## config.mk

```make
export PLATFORM = sky130hd
export DESIGN_NAME = ctrl_sequencer_flat
export DESIGN_NICKNAME = d
export VERILOG_FILES = /design/src/rtl/ctrl_sequencer_pkg.sv /design/src/rtl/ctrl_sequencer_if.sv /design/src/rtl/ctrl_sequencer_decode.sv /design/src/rtl/ctrl_sequencer.sv /design/src/flat_wrapper.sv
export SDC_FILE = /design/constraint.sdc
export NUM_CORES = 1
export LEC_CHECK = 0
export ABC_AREA = 0
export CORE_MARGIN = 4
export CORE_UTILIZATION = 48
export DETAILED_ROUTE_END_ITERATION = 6
export PLACE_DENSITY_LB_ADDON = 0.2
export SYNTH_ARGS = -nofsm -noshare
export SYNTH_HDL_FRONTEND = slang
export SYNTH_SLANG_ARGS = --single-unit
```

## constraint.sdc

```tcl
create_clock -name CLK -period 2.71 [get_ports CLK]
set_input_delay 0.813 -clock CLK [delete_from_list [all_inputs] [get_ports CLK]]
set_output_delay 0.813 -clock CLK [all_outputs]
set_load 0.01 [all_outputs]
```

## src/rtl/ctrl_sequencer_pkg.sv

```systemverilog
// Shared types for the sequencing control unit: opcode/ALU encodings, FSM state
// and the decoded strobe bundle.
package definitions;

  typedef enum logic [3:0] {
    OP_ADD  = 4'd0,
    OP_ADDI = 4'd1,
    OP_SUB  = 4'd2,
    OP_AND  = 4'd3,
    OP_OR   = 4'd4,
    OP_XOR  = 4'd5,
    OP_SHL  = 4'd6,
    OP_SHR  = 4'd7,
    OP_LW   = 4'd8,
    OP_SW   = 4'd9,
    OP_BZ   = 4'd10,
    OP_BNZ  = 4'd11,
    OP_JMP  = 4'd12,
    OP_JR   = 4'd13,
    OP_CALL = 4'd14,
    OP_HALT = 4'd15
  } opcode_t;

  typedef enum logic [2:0] {
    ALU_ADD  = 3'd0,
    ALU_SUB  = 3'd1,
    ALU_AND  = 3'd2,
    ALU_OR   = 3'd3,
    ALU_XOR  = 3'd4,
    ALU_SHL  = 3'd5,
    ALU_SHR  = 3'd6,
    ALU_PASS = 3'd7
  } alu_op_t;

  typedef enum logic [1:0] {
    S_IDLE = 2'd0,
    S_INIT = 2'd1,
    S_RUN  = 2'd2,
    S_FIN  = 2'd3
  } seq_state_t;

  // fcode qualifier of opcode 15
  localparam logic OP_HALT_F = 1'b0;
  localparam logic OP_NOP_F  = 1'b1;

  typedef struct packed {
    logic    branch_rel_nz;
    logic    branch_rel_z;
    logic    branch_abs;
    logic    reg_write_en;
    logic    reg_sel;
    logic    lut_in;
    logic    mem_to_reg;
    logic    alu_src;
    logic    alu_sc_in;
    logic    read_mem;
    logic    write_mem;
    alu_op_t alu_op;
  } ctrl_t;

  function automatic logic is_halt(input logic [3:0] opcode, input logic fcode);
    return (opcode_t'(opcode) == OP_HALT) && (fcode == OP_HALT_F);
  endfunction

endpackage

```

## src/rtl/ctrl_sequencer_if.sv

```systemverilog
// Host handshake and datapath control bundle of the sequencer.
// Handshake: req is a level held by the host; ack is raised in FIN and stays
// high until the host drops req, which returns the unit to IDLE.
interface ctrl_sequencer_if;
  import definitions::*;

  logic        req;
  logic        ack;
  logic        busy;
  logic        timeout;
  logic [15:0] cycle_count;

  logic [3:0]  opcode;
  logic        fcode;
  logic        DONE;
  logic        START;

  logic        CTRL_branch_rel_nz;
  logic        CTRL_branch_rel_z;
  logic        CTRL_branch_abs;
  logic        CTRL_reg_write_en;
  logic        CTRL_reg_sel;
  logic        CTRL_lut_in;
  logic        CTRL_mem_to_reg;
  logic        CTRL_alu_src;
  logic        CTRL_alu_sc_in;
  logic        CTRL_read_mem;
  logic        CTRL_write_mem;
  logic [2:0]  CTRL_alu_op;

  seq_state_t  state;

  modport master (
    output req, opcode, fcode, DONE,
    input  ack, busy, timeout, cycle_count, START,
    input  CTRL_branch_rel_nz, CTRL_branch_rel_z, CTRL_branch_abs,
    input  CTRL_reg_write_en, CTRL_reg_sel, CTRL_lut_in, CTRL_mem_to_reg,
    input  CTRL_alu_src, CTRL_alu_sc_in, CTRL_read_mem, CTRL_write_mem,
    input  CTRL_alu_op, state
  );

  modport slave (
    input  req, opcode, fcode, DONE,
    output ack, busy, timeout, cycle_count, START,
    output CTRL_branch_rel_nz, CTRL_branch_rel_z, CTRL_branch_abs,
    output CTRL_reg_write_en, CTRL_reg_sel, CTRL_lut_in, CTRL_mem_to_reg,
    output CTRL_alu_src, CTRL_alu_sc_in, CTRL_read_mem, CTRL_write_mem,
    output CTRL_alu_op, state
  );

endinterface

```

## src/rtl/ctrl_sequencer_decode.sv

```systemverilog
// Purely combinational instruction decoder: opcode/fcode to datapath strobes.
module ctrl_decode
  import definitions::*;
(
  input  logic [3:0] opcode_i,
  input  logic       fcode_i,
  output ctrl_t      ctrl_o
);

  opcode_t op;
  assign op = opcode_t'(opcode_i);

  always_comb begin
    ctrl_o        = '0;
    ctrl_o.alu_op = ALU_PASS;
    case (op)
      OP_ADD:  begin ctrl_o.reg_write_en = 1'b1; ctrl_o.alu_op = ALU_ADD; end
      OP_ADDI: begin
        ctrl_o.reg_write_en = 1'b1;
        ctrl_o.alu_op       = ALU_ADD;
        ctrl_o.alu_src      = 1'b1;
      end
      OP_SUB:  begin ctrl_o.reg_write_en = 1'b1; ctrl_o.alu_op = ALU_SUB; end
      OP_AND:  begin ctrl_o.reg_write_en = 1'b1; ctrl_o.alu_op = ALU_AND; end
      OP_OR:   begin ctrl_o.reg_write_en = 1'b1; ctrl_o.alu_op = ALU_OR;  end
      OP_XOR:  begin ctrl_o.reg_write_en = 1'b1; ctrl_o.alu_op = ALU_XOR; end
      OP_SHL: begin
        ctrl_o.reg_write_en = 1'b1;
        ctrl_o.alu_op       = ALU_SHL;
        ctrl_o.alu_sc_in    = fcode_i;
      end
      OP_SHR: begin
        ctrl_o.reg_write_en = 1'b1;
        ctrl_o.alu_op       = ALU_SHR;
        ctrl_o.alu_sc_in    = fcode_i;
      end
      OP_LW: begin
        ctrl_o.read_mem     = 1'b1;
        ctrl_o.mem_to_reg   = 1'b1;
        ctrl_o.reg_write_en = 1'b1;
      end
      OP_SW:   ctrl_o.write_mem     = 1'b1;
      OP_BZ:   ctrl_o.branch_rel_z  = 1'b1;
      OP_BNZ:  ctrl_o.branch_rel_nz = 1'b1;
      OP_JMP:  ctrl_o.branch_abs    = 1'b1;
      OP_JR: begin
        ctrl_o.branch_abs = 1'b1;
        ctrl_o.lut_in     = 1'b1;
      end
      OP_CALL: begin
        ctrl_o.reg_sel      = 1'b1;
        ctrl_o.reg_write_en = 1'b1;
        ctrl_o.branch_abs   = 1'b1;
      end
      // HALT and NOP drive nothing at all, not even the PASS ALU op
      OP_HALT: ctrl_o.alu_op = ALU_ADD;
      default: ctrl_o.alu_op = ALU_PASS;
    endcase
  end

endmodule

```

## src/rtl/ctrl_sequencer.sv

```systemverilog
// Sequencer FSM: host req/ack handshake, datapath START pulse, run-cycle
// watchdog and RUN-gated decode of the instruction stream.
module ctrl_sequencer
  import definitions::*;
#(
  parameter int unsigned INIT_CYCLES = 2,
  parameter logic [15:0] MAX_CYCLES  = 16'hFFFF
) (
  input logic             CLK,
  input logic             reset_n,
  ctrl_sequencer_if.slave bus
);

  localparam logic [3:0]  INIT_LAST = 4'(INIT_CYCLES - 1);
  localparam logic [15:0] COUNT_LAST = MAX_CYCLES - 16'd1;

  seq_state_t  state_q, state_d;
  logic [3:0]  init_cnt_q, init_cnt_d;
  logic [15:0] cycle_count_q, cycle_count_d;
  logic        timeout_q, timeout_d;

  ctrl_t ctrl_dec;
  ctrl_t ctrl_gated;
  logic  halt;
  logic  count_hit;

  ctrl_decode u_decode (
    .opcode_i (bus.opcode),
    .fcode_i  (bus.fcode),
    .ctrl_o   (ctrl_dec)
  );

  assign halt      = is_halt(bus.opcode, bus.fcode);
  assign count_hit = (cycle_count_q == COUNT_LAST);

  always_ff @(posedge CLK or negedge reset_n) begin
    if (!reset_n) begin
      state_q       <= S_IDLE;
      init_cnt_q    <= '0;
      cycle_count_q <= '0;
      timeout_q     <= 1'b0;
    end else begin
      state_q       <= state_d;
      init_cnt_q    <= init_cnt_d;
      cycle_count_q <= cycle_count_d;
      timeout_q     <= timeout_d;
    end
  end

  always_comb begin
    state_d       = state_q;
    init_cnt_d    = init_cnt_q;
    cycle_count_d = cycle_count_q;
    timeout_d     = timeout_q;
    case (state_q)
      S_IDLE: begin
        if (bus.req) begin
          state_d       = S_INIT;
          init_cnt_d    = '0;
          cycle_count_d = '0;
          timeout_d     = 1'b0;
        end
      end
      S_INIT: begin
        if (!bus.req) begin
          state_d = S_IDLE;
        end else if (init_cnt_q == INIT_LAST) begin
          state_d = S_RUN;
        end else begin
          init_cnt_d = init_cnt_q + 4'd1;
        end
      end
      S_RUN: begin
        // The terminating (or aborted) cycle is still counted as a RUN cycle
        cycle_count_d = cycle_count_q + 16'd1;
        if (!bus.req) begin
          state_d = S_IDLE;
        end else if (halt || bus.DONE) begin
          state_d = S_FIN;
        end else if (count_hit) begin
          state_d   = S_FIN;
          timeout_d = 1'b1;
        end
      end
      S_FIN: begin
        if (!bus.req) state_d = S_IDLE;
      end
      default: state_d = S_IDLE;
    endcase
  end

  always_comb begin
    bus.START       = (state_q == S_IDLE) || (state_q == S_INIT);
    bus.busy        = (state_q == S_INIT) || (state_q == S_RUN);
    bus.ack         = (state_q == S_FIN);
    bus.timeout     = timeout_q;
    bus.cycle_count = cycle_count_q;
    bus.state       = state_q;
    ctrl_gated      = (state_q == S_RUN) ? ctrl_dec : '0;
  end

  assign bus.CTRL_branch_rel_nz = ctrl_gated.branch_rel_nz;
  assign bus.CTRL_branch_rel_z  = ctrl_gated.branch_rel_z;
  assign bus.CTRL_branch_abs    = ctrl_gated.branch_abs;
  assign bus.CTRL_reg_write_en  = ctrl_gated.reg_write_en;
  assign bus.CTRL_reg_sel       = ctrl_gated.reg_sel;
  assign bus.CTRL_lut_in        = ctrl_gated.lut_in;
  assign bus.CTRL_mem_to_reg    = ctrl_gated.mem_to_reg;
  assign bus.CTRL_alu_src       = ctrl_gated.alu_src;
  assign bus.CTRL_alu_sc_in     = ctrl_gated.alu_sc_in;
  assign bus.CTRL_read_mem      = ctrl_gated.read_mem;
  assign bus.CTRL_write_mem     = ctrl_gated.write_mem;
  assign bus.CTRL_alu_op        = ctrl_gated.alu_op;

endmodule

```

## src/flat_wrapper.sv

```systemverilog
// flat-port wrapper written by rule: the top's interface ports become plain ports
module ctrl_sequencer_flat import definitions::*;
#(
  parameter int unsigned INIT_CYCLES = 2,
  parameter logic [15:0] MAX_CYCLES  = 16'hFFFF
)
  (CLK, reset_n, bus_req, bus_opcode, bus_fcode, bus_DONE, bus_ack, bus_busy, bus_timeout, bus_cycle_count, bus_START, bus_CTRL_branch_rel_nz, bus_CTRL_branch_rel_z, bus_CTRL_branch_abs, bus_CTRL_reg_write_en, bus_CTRL_reg_sel, bus_CTRL_lut_in, bus_CTRL_mem_to_reg, bus_CTRL_alu_src, bus_CTRL_alu_sc_in, bus_CTRL_read_mem, bus_CTRL_write_mem, bus_CTRL_alu_op, bus_state);
  ctrl_sequencer_if bus_i ();
  input logic CLK;
  input logic reset_n;
  input wire logic [$bits(bus_i.req)-1:0] bus_req;
  input wire logic [$bits(bus_i.opcode)-1:0] bus_opcode;
  input wire logic [$bits(bus_i.fcode)-1:0] bus_fcode;
  input wire logic [$bits(bus_i.DONE)-1:0] bus_DONE;
  output wire logic [$bits(bus_i.ack)-1:0] bus_ack;
  output wire logic [$bits(bus_i.busy)-1:0] bus_busy;
  output wire logic [$bits(bus_i.timeout)-1:0] bus_timeout;
  output wire logic [$bits(bus_i.cycle_count)-1:0] bus_cycle_count;
  output wire logic [$bits(bus_i.START)-1:0] bus_START;
  output wire logic [$bits(bus_i.CTRL_branch_rel_nz)-1:0] bus_CTRL_branch_rel_nz;
  output wire logic [$bits(bus_i.CTRL_branch_rel_z)-1:0] bus_CTRL_branch_rel_z;
  output wire logic [$bits(bus_i.CTRL_branch_abs)-1:0] bus_CTRL_branch_abs;
  output wire logic [$bits(bus_i.CTRL_reg_write_en)-1:0] bus_CTRL_reg_write_en;
  output wire logic [$bits(bus_i.CTRL_reg_sel)-1:0] bus_CTRL_reg_sel;
  output wire logic [$bits(bus_i.CTRL_lut_in)-1:0] bus_CTRL_lut_in;
  output wire logic [$bits(bus_i.CTRL_mem_to_reg)-1:0] bus_CTRL_mem_to_reg;
  output wire logic [$bits(bus_i.CTRL_alu_src)-1:0] bus_CTRL_alu_src;
  output wire logic [$bits(bus_i.CTRL_alu_sc_in)-1:0] bus_CTRL_alu_sc_in;
  output wire logic [$bits(bus_i.CTRL_read_mem)-1:0] bus_CTRL_read_mem;
  output wire logic [$bits(bus_i.CTRL_write_mem)-1:0] bus_CTRL_write_mem;
  output wire logic [$bits(bus_i.CTRL_alu_op)-1:0] bus_CTRL_alu_op;
  output wire logic [$bits(bus_i.state)-1:0] bus_state;
  assign bus_i.req = bus_req;
  assign bus_i.opcode = bus_opcode;
  assign bus_i.fcode = bus_fcode;
  assign bus_i.DONE = bus_DONE;
  assign bus_ack = bus_i.ack;
  assign bus_busy = bus_i.busy;
  assign bus_timeout = bus_i.timeout;
  assign bus_cycle_count = bus_i.cycle_count;
  assign bus_START = bus_i.START;
  assign bus_CTRL_branch_rel_nz = bus_i.CTRL_branch_rel_nz;
  assign bus_CTRL_branch_rel_z = bus_i.CTRL_branch_rel_z;
  assign bus_CTRL_branch_abs = bus_i.CTRL_branch_abs;
  assign bus_CTRL_reg_write_en = bus_i.CTRL_reg_write_en;
  assign bus_CTRL_reg_sel = bus_i.CTRL_reg_sel;
  assign bus_CTRL_lut_in = bus_i.CTRL_lut_in;
  assign bus_CTRL_mem_to_reg = bus_i.CTRL_mem_to_reg;
  assign bus_CTRL_alu_src = bus_i.CTRL_alu_src;
  assign bus_CTRL_alu_sc_in = bus_i.CTRL_alu_sc_in;
  assign bus_CTRL_read_mem = bus_i.CTRL_read_mem;
  assign bus_CTRL_write_mem = bus_i.CTRL_write_mem;
  assign bus_CTRL_alu_op = bus_i.CTRL_alu_op;
  assign bus_state = bus_i.state;
  ctrl_sequencer #(.INIT_CYCLES(INIT_CYCLES), .MAX_CYCLES(MAX_CYCLES)) u_core (.CLK(CLK), .reset_n(reset_n), .bus(bus_i));
endmodule
```

=== Word-level counts from Yosys, hierarchy flattened ===
Cells that the tools add are included.

* Flip-flop bits (word level): 23
* Bits of input ports: 9
* Output and inout port bits: 36
* Word-level logic and storage cells: 83

* $add $sub $neg: 2
* Equal/unequal tests: 29
* Muxes and demuxes: 31
* Bitwise operators: 1
* Reductions and logical operators: 16

{| class="wikitable"
|+ Operator list
! kind !! number
|-
| $eq A4 B4 Y1 const B || 8
|-
| $pmux W16 S2 || 1
|-
| $pmux W3 S7 || 1
|-
| $add A16 B1 Y16 const B || 1
|-
| $eq A16 B16 Y1 const B || 1
|-
| $eq A4 B3 Y1 const B || 4
|-
| $mux W16 || 1
|-
| $mux W1 || 14
|-
| $mux W14 || 1
|-
| $mux W2 || 7
|-
| $mux W4 || 3
|-
| $ne A2 B2 Y1 const B || 6
|-
| $reduce_or A10 Y1 || 1
|-
| $eq A4 B1 Y1 const B || 2
|-
| $eq A4 B2 Y1 const B || 2
|-
| $pmux W2 S4 || 1
|-
| $pmux W4 S2 || 1
|-
| $reduce_and A4 Y1 || 2
|-
| $reduce_or A3 Y1 || 2
|-
| $reduce_and A5 Y1 || 1
|-
| $add A4 B1 Y4 const B || 1
|-
| $eq A2 B2 Y1 const B || 2
|-
| $logic_not A4 Y1 || 1
|-
| $ne A4 B2 Y1 const B || 1
|-
| 11 further kinds || 14
|}

=== Logic depth before layout (Yosys ltp) ===
* Depth after elaboration: 6
* Depth in mapped cells: 8
* Depth with buffers taken out: 6

=== Cells and area by module ===
A second synthesis with hierarchy kept.

* Cells, all modules: 203
* Area, all modules: 1716.6 µm²

{| class="wikitable"
|+ Modules (own cells, without submodules)
! module !! instances !! cells an instance !! area an instance (µm²) !! seq. area each (µm²)
|-
| ctrl_sequencer || 1 || 171 || 1501.4 || 575.6
|-
| ctrl_decode || 1 || 32 || 215.2 || 0.0
|}

=== Worst setup path after synthesis ===
OpenSTA, ideal clock, no wires.

* Kind: reg2out
* From: register u_core.state_q[0] (netlist: u_core.bus.state[0])
* To: output bus_CTRL_read_mem
* Arrival: 1.675 ns
* Data required time: 1.897 ns
* Slack: 0.222 ns
* Cell stages (with the launch flop): 7
* Path buffers: 2
* Path through: dfrtp_1 -> inv_1 -> ha_1 -> buf_2 -> or3b_2 -> nor2_1 -> buf_4

* Cells in the longest elaborated chain, start to end: 2

{| class="wikitable"
|+ RTL lines
! item !! line !! source
|-
| from (decl) || ctrl_sequencer.sv:17 || <nowiki>seq_state_t state_q, state_d;</nowiki>
|-
| from (signal assigned) || ctrl_sequencer.sv:43 || <nowiki>state_q <= state_d;</nowiki>
|-
| $eq A2 B2 Y1 || ctrl_sequencer.sv:99 || <nowiki>ctrl_gated = (state_q == S_RUN) ? ctrl_dec : '0;</nowiki>
|-
| $mux W14 || ctrl_sequencer.sv:99 ||
|-
| to (decl) || flat_wrapper.sv:29 || <nowiki>output wire logic [$bits(bus_i.CTRL_read_mem)-1:0] bus_CTRL_read_mem;</nowiki>
|}

No other way between the ends.

=== Final worst setup path ===
* From: input bus_opcode[1]
* To: output bus_CTRL_read_mem

* Cells in the longest elaborated chain, start to end: 3

{| class="wikitable"
|+ RTL lines
! item !! line !! source
|-
| from (decl) || flat_wrapper.sv:12 || <nowiki>input wire logic [$bits(bus_i.opcode)-1:0] bus_opcode;</nowiki>
|-
| $eq A4 B4 Y1 || ctrl_sequencer_decode.sv:16 || <nowiki>case (op)</nowiki>
|-
| $mux W1 || ctrl_sequencer_decode.sv:16 ||
|-
| $mux W14 || ctrl_sequencer.sv:99 ||
|}

No other way between the ends.

==> out/qor.csv <==
stage,metric,value,unit
outcome,outcome,finished clean,
setup_path,critical path's slowest cell,sky130_fd_sc_hd__or3b_4,
setup_path,cell breakdown of the critical path,"dlygate4sd2_1, or3b_4, nor2_2, clkdlybuf4s15_2",
clock_tree,clock-pin slew of the registers on the worst-case setup and hold paths,0.14,ns
setup_path,type of element launching the critical path,input port,
route,via density per instance,5.69,
sta,count of final hold-check violations,0,
placed_design,port bufs,44,
yosys,"EDFF count, synth",0,
setup_path,category of the most critical setup path,input port to output pin,
floorplan,Die Footprint,0.00433,mm2
cells_and_area,final standard cell count with taps included and fillers excluded,289,
floorplan,DIE HEIGHT,65.8,um
sta,Setup TNS Final,0,ns
cells_and_area,P&R area growth vs syn,37.0,%
clock_tree,library cell used as clock root buffer,sky130_fd_sc_hd__clkbuf_4,
floorplan,chip width,65.8,um
sta,Max Freq,0.374,GHz
yosys,Post-Synthesis Cell Area,0.00161,mm2
yosys,count of mapped cells out of synthesis,189,
setup_path,Crit path required time,1.90,ns
placed_design,final RePlAce weighted congestion,0.803,
clock_tree,H-tree level count,1,
global_routing,global router's overall resource usage,22.4,%
route,vias,1644,
yosys,synthesis warning total,0,
clock_tree,clock tree from TritonCTS,yes,
job,max-cap violation count,0,
pwr,largest voltage drop on the vdd net,330,uV
sta,number of failing setup endpoints in the final timing report,0,
global_routing,aggregate global routing overflow,0,
global_routing,global-route wire length before repair,7710,um
pwr,leakage power figure,0.972,nW
yosys,total of flip-flops plus latches after synthesis,23,
sta,post-route clock skew,0.00519,ns
route,average wire per cell in the routed design,15.2,um
hold_path,worst min-delay path category,flip-flop to flip-flop,
clock_tree,insertion delay of the later-clocked pin in the worst-skew pair,0.32,ns
sta,RSZ-0062 raised after global routing,no,
floorplan,Core Box Area,0.00313,mm2
sta,"Period Utilization, post-route",98.6,%
cells_and_area,fraction of layout instances using a drive strength above 1,18.8,%
floorplan,number of placement rows,20,
placed_design,number of placed instances with taps included,278,
clock_tree,largest buffer count on any clock path,2,
clock_tree,number of buffers created by CTS,3,
global_routing,maximum number of pins on one net before global-route repair,24,
setup_path,endpoint arrival time on the critical path,1.86,ns
yosys,fraction of registers with async set or reset after synthesis,100,%
setup_path,capturing element type of the critical path,output pin,
yosys,Post-Syn Area per Cell,8.49,um2
floorplan,initial standard-cell utilization of the core,51.3,%
clock_tree,hold-fix buffers at CTS,0,
yosys,most used flip-flop cell after synthesis,sky130_fd_sc_hd__dfrtp_1,
route,count of routing violations after the opening detailed-route iteration,133,
placed_design,Place WS,-0.594,ns
clock_tree,number of sinks on the clock net,23,
route,# DRC,0,
route,total iterations of the first detailed-routing run,4,
sta,least setup slack across all paths after layout,0.0391,ns
sta,max_slew headroom,77.3,%
sta,worst hold margin,0.503,ns
global_routing,number of antenna violations at the first check in global routing,0,
global_routing,via count of the first global-routing pass,1747,
pwr,power density over the cells,613,mW/mm2
route,"antenna viol nets, final",0,
setup_path,delay of the slowest cell on the worst path,0.43,ns
placed_design,estimated wirelength of the detail-placed design,3110,um
cells_and_area,number of antenna repair diodes,0,
setup_path,maximum fanout along the worst path,3,
cells_and_area,Finished Cell Area,0.00220,mm2
yosys,distinct cell type count after synthesis,42,
sta,clock period minus final worst setup slack,2.67,ns
sta,count of pins over their slew limit,0,
cells_and_area,Nets,263,
yosys,Synth Net Count,206,
yosys,sequential cell area fraction in the yosys report,35.9,%
floorplan,number of ports placed on the die boundary,45,
placed_design,cell area after placement,0.00215,mm2
sta,transition time at the pin with the least slew margin,0.336,ns
route,final wirelength,4400,um
logic make-up after synthesis:
logic type               count (synthesis)  synth area share (%)
flip-flops                              23                  35.9
adder cells (fa/ha/maj)                  8                  6.24
XOR/XNOR                                 6                  3.27
buffers and inverters                   21                  5.53
multiplexers                             4                  2.81
AO/OA/AOI/OAI                           46                  18.9
AND/OR/NAND/NOR                         81                  27.4
synthesized netlist by cell type (all sizes together) (2+ instances only):
cell     count  area (um2)
o41ai        2        17.5
xor2         3        26.3
or3          2        12.5
nor3b        3        22.5
nand2b       4        25.0
ha           8         100
inv          7        26.3
a21oi       13        65.1
dfrtp       23         576
nand2       21        78.8
xnor2        3        26.3
o2111ai      2        17.5
o21ai       10        50.1
nor2b        2        12.5
nor3         3        15.0
and4         3        26.3
a22o         6        52.6
and2         5        31.3
or3b         2        17.5
nand4        6        37.5
nor2        10        37.5
or4          4        30.0
mux2i        3        33.8
buf          4        25.0
or2          2        12.5
clkbuf      10        37.5
o31ai        6        45.0
nand3       10        50.1
where the power goes:
| group | switching, mW | internal [mW] | total, mW |
|---|---|---|---|
| Clock | 0.116 | 0.0553 | 0.171 |
| Sequential | 0.0513 | 0.389 | 0.440 |
| Combinational | 0.375 | 0.363 | 0.737 |
final timing paths:
| path | start | to | slack, ns | cells after the start |
|---|---|---|---|---|
| min in group asynchronous | reset_n | u_core.init_cnt_q[0] | 0.83 | 2 |
| setup reg to reg | u_core.bus.state[1] | u_core.bus.cycle_count[15] | 0.52 | 8 |
| hold reg to reg | u_core.bus.timeout | u_core.bus.timeout | 0.50 | 2 |
| hold / removal | u_core.bus.timeout | u_core.bus.timeout | 0.50 | 2 |
| max in group asynchronous | reset_n | u_core.bus.cycle_count[1] | 1.65 | 2 |
| setup / recovery | bus_opcode[1] | bus_CTRL_read_mem | 0.04 | 4 |
layer usage:
layer | GRT usage (%) | part of all wire (%) | routed length, um
met1 | 26.3 | 43 | 1880
met2 | 40.4 | 51 | 2260
met3 | 4.08 | 4.5 | 197
met4 | 7.77 | 1.5 | 68
met5 | 0 | 0 | 0
registers in the layout (all words and copies together) (netlist names):
signal,flops
u_core.bus.cycle_count,16
u_core.bus.state,2
u_core.init_cnt_q,4
u_core.bus.timeout,1
metrics by stage:
stage / util, % / power (mW)
after floorplan: - / 0.860
after global placement: 68.8 / 1.13
after detailed placement: 68.8 / 1.16
after CTS: 70.6 / 1.33
after global routing: 70.3 / 1.44
final: 70.3 / 1.35
cell type report:
class | count | area, um2
Tap cell | 44 | 55.1
Timing Repair Buffer | 66 | 562
Fill cell | 263 | 928
Clock inverter | 1 | 5.00
Clock buffer | 3 | 22.5
Inverter | 7 | 26.3
Sequential cell | 23 | 576
Multi-Input combinational cell | 145 | 953
layout by cell type (no fill, tap or decap), types with 5 or more instances in the layout:
master and instances:
sky130_fd_sc_hd__nand2_1 21, sky130_fd_sc_hd__nand4_1 6, sky130_fd_sc_hd__a22o_1 6, sky130_fd_sc_hd__buf_4 18, sky130_fd_sc_hd__o31ai_1 6, sky130_fd_sc_hd__a21oi_1 13, sky130_fd_sc_hd__dlygate4sd2_1 8, sky130_fd_sc_hd__clkdlybuf4s50_1 25
sky130_fd_sc_hd__clkbuf_2 6, sky130_fd_sc_hd__nand3_1 10, sky130_fd_sc_hd__nor2_1 9, sky130_fd_sc_hd__inv_1 7, sky130_fd_sc_hd__ha_1 7, sky130_fd_sc_hd__o21ai_0 8, sky130_fd_sc_hd__and2_1 5, sky130_fd_sc_hd__dfrtp_1 23
critical path: cells and delay by family:
kind / cells / cell delay [ns]
and+or+nand+nor: 2 / 0.54
buffers and inverters: 2 / 0.51
timing repair:
| item | 4_1_cts | 5_1_grt |
|---|---|---|
| buffers inserted | 3 | 3 |
| gates cloned | 1 | 0 |
| pin swaps | 1 | 1 |
| endpoints found under the setup margin | 15 | 12 |
| resized for setup | 37 | 17 |
(Power assumes the default switching activity.)
==> variant: new RTL, config.mk and constraints unchanged <==
One comparison of `cycle_count_q` changes from == to >=.
--- a/src/rtl/ctrl_sequencer.sv
+++ b/src/rtl/ctrl_sequencer.sv
@@ -31,7 +31,7 @@
   );
 
   assign halt      = is_halt(bus.opcode, bus.fcode);
-  assign count_hit = (cycle_count_q == COUNT_LAST);
+  assign count_hit = (cycle_count_q >= COUNT_LAST);
 
   always_ff @(posedge CLK or negedge reset_n) begin
     if (!reset_n) begin
Formal check against the unedited RTL: no difference found for any inputs over 10 cycles, from zero or initial values and one cycle with reset_n low; that may be too few to reach the edited logic, so the function may still have changed.
==> variant against the original RTL <==
Synthesized cell count fell by 2.1%; count of clock-buffer cells in the layout did not move; core utilization fell by 1.2 points; critical endpoint is now bus_CTRL_alu_src; cell count fell by 2.1%; cell area fell by 2.4%; wire length fell by 9.2%; power fell by 19%; sequential power fell by 3%; setup slack got worse by 0.0015 ns; sequential cell count did not move; first-iteration DRC count fell by 34%; critical path depth did not move; highest routed layer unchanged; area after synthesis fell by 2.1%; largest cell class unchanged.
==> variant: results (changes against the original RTL) <==
outcome: "finished clean"
timing.max_slew.rel_slack: 0.630  # -0.144
synth_xor_area_frac: 0.0446  # +0.0119
static-leakage-power_nw: 0.959  # -1.3%
drt_iter0_markers: 88  # -34%
gr-usage-met1: 0.248  # -0.0156
finClkSkew_ns: 0.00330  # -0.00189 ns
yosys.cell_types.count: 44  # +4.8%
globalRouteMet3Util: 0.0291  # -0.0118
place.gp.congestion: 0.781  # -2.7%
nNetsFinal: 257  # -2.3%
synth_top_cells_by_area: "dfrtp_1 37%, ha_1 6.4%, nand2_1 5.5%"
yosys.area_share.adder: 0.0637  # +0.00134
detail_route.wirelength.met1_mm: 1.78  # -5.3%
met2_layer_usage_reported_by_global_route: 0.351  # -0.0528
synthesized_nets: 202  # -1.9%
worst-endpoint-arrival_ns: 1.86  # about the same
post_cts_setup_buffer_count: 1  # -2
final.fill_count: 285  # +8.4%
share_of_final_layout_standard_cells_stronger_than_drive_strength_1: 0.146  # -0.0413
route.met2.wl_mm: 2.00  # -11%
routed-wl-met3_um: 187  # -5.1%
reg2reg_setup_slack_ns: 0.66  # +0.14 ns
reg2reg_capture_point: "u_core.bus.state[0]"
yosysSeqAreaShare: 0.366  # +0.00771
dpl.hpwl_mm: 3.02  # -3.1%
peakVddDrop_mv: 0.321  # -2.7%
cts-resized-gates: 40  # +8.1%
preCtsSetupSlack_ns: -0.527  # +0.0668 ns
top_layer_used: "met4"
reg2regPathDepth: 6  # -2
netlist_top_cells_count: "23 x dfrtp_1, 23 x nand2_1, 18 x nor2_1, 11 x a21oi_1"
detail_route.vias_per_cell: 5.58  # -1.9%
first_global_vias: 1521  # -13%
globalRouteTotalUtil: 0.196  # -0.0276
grt_pass1_wl_mm: 6.80  # -12%
synth.area.mux_share: 0.0334  # +0.00538
==> variant: critical path: stages <==
cell and delay, ns:
dlygate4sd2_1 0.33, nand2b_1 0.24, nor3b_1 0.18, dlygate4sd2_1 0.29
==> variant: cell type report <==
type                       instances  share of cell area
multi-input combinational        146               0.437
clock inverter                     1             0.00233
tap                               44              0.0257
timing repair buffer              59               0.244
inverter                           7              0.0122
clock buffer                       3              0.0105
sequential                        23               0.268
==> variant: worst max path at each step <==
| stage | slack, ns | startpoint | cells past startpoint | end |
|---|---|---|---|---|
| global route | -0.05 | bus_opcode[1] | 4 | bus_CTRL_alu_src |
| global placement | -0.47 | bus_opcode[1] | 4 | bus_CTRL_alu_src |
| detailed placement | -0.53 | bus_opcode[1] | 5 | bus_CTRL_reg_write_en |
| CTS | 0.006 | bus_opcode[2] | 6 | bus_CTRL_reg_write_en |
| floorplan | 0.03 | bus_opcode[3] | 5 | bus_CTRL_read_mem |
| finish | 0.04 | bus_opcode[1] | 4 | bus_CTRL_alu_src |
==> variant: cells by family after synthesis <==
logic type                 after synthesis
buffers and inverters                   16
xor gates and xnor gates                 8
DFF                                     23
and+or+nand+nor                         84
AOI/OAI and AO/OA                       41
adders and majority gates                8
muxes                                    5
==> variant: per-stage QoR <==
stage	area [um^2]	TNS [ns]	cells	hold slack, ns
after floorplan	1570	0	185	0.504
after global placement	2120	-5.92	277	0.480
after detailed placement	2120	-6.53	277	0.482
after CTS	2150	0	283	0.512
after global routing	2150	-0.120	283	0.533
final	2150	0	283	0.509
==> variant: where the power goes <==
group	total, mW	internal (mW)	leakage [nW]	switching (mW)
clock	0.160	0.0551	0.0177	0.104
combinational	0.513	0.238	0.624	0.275
sequential	0.426	0.382	0.318	0.0440
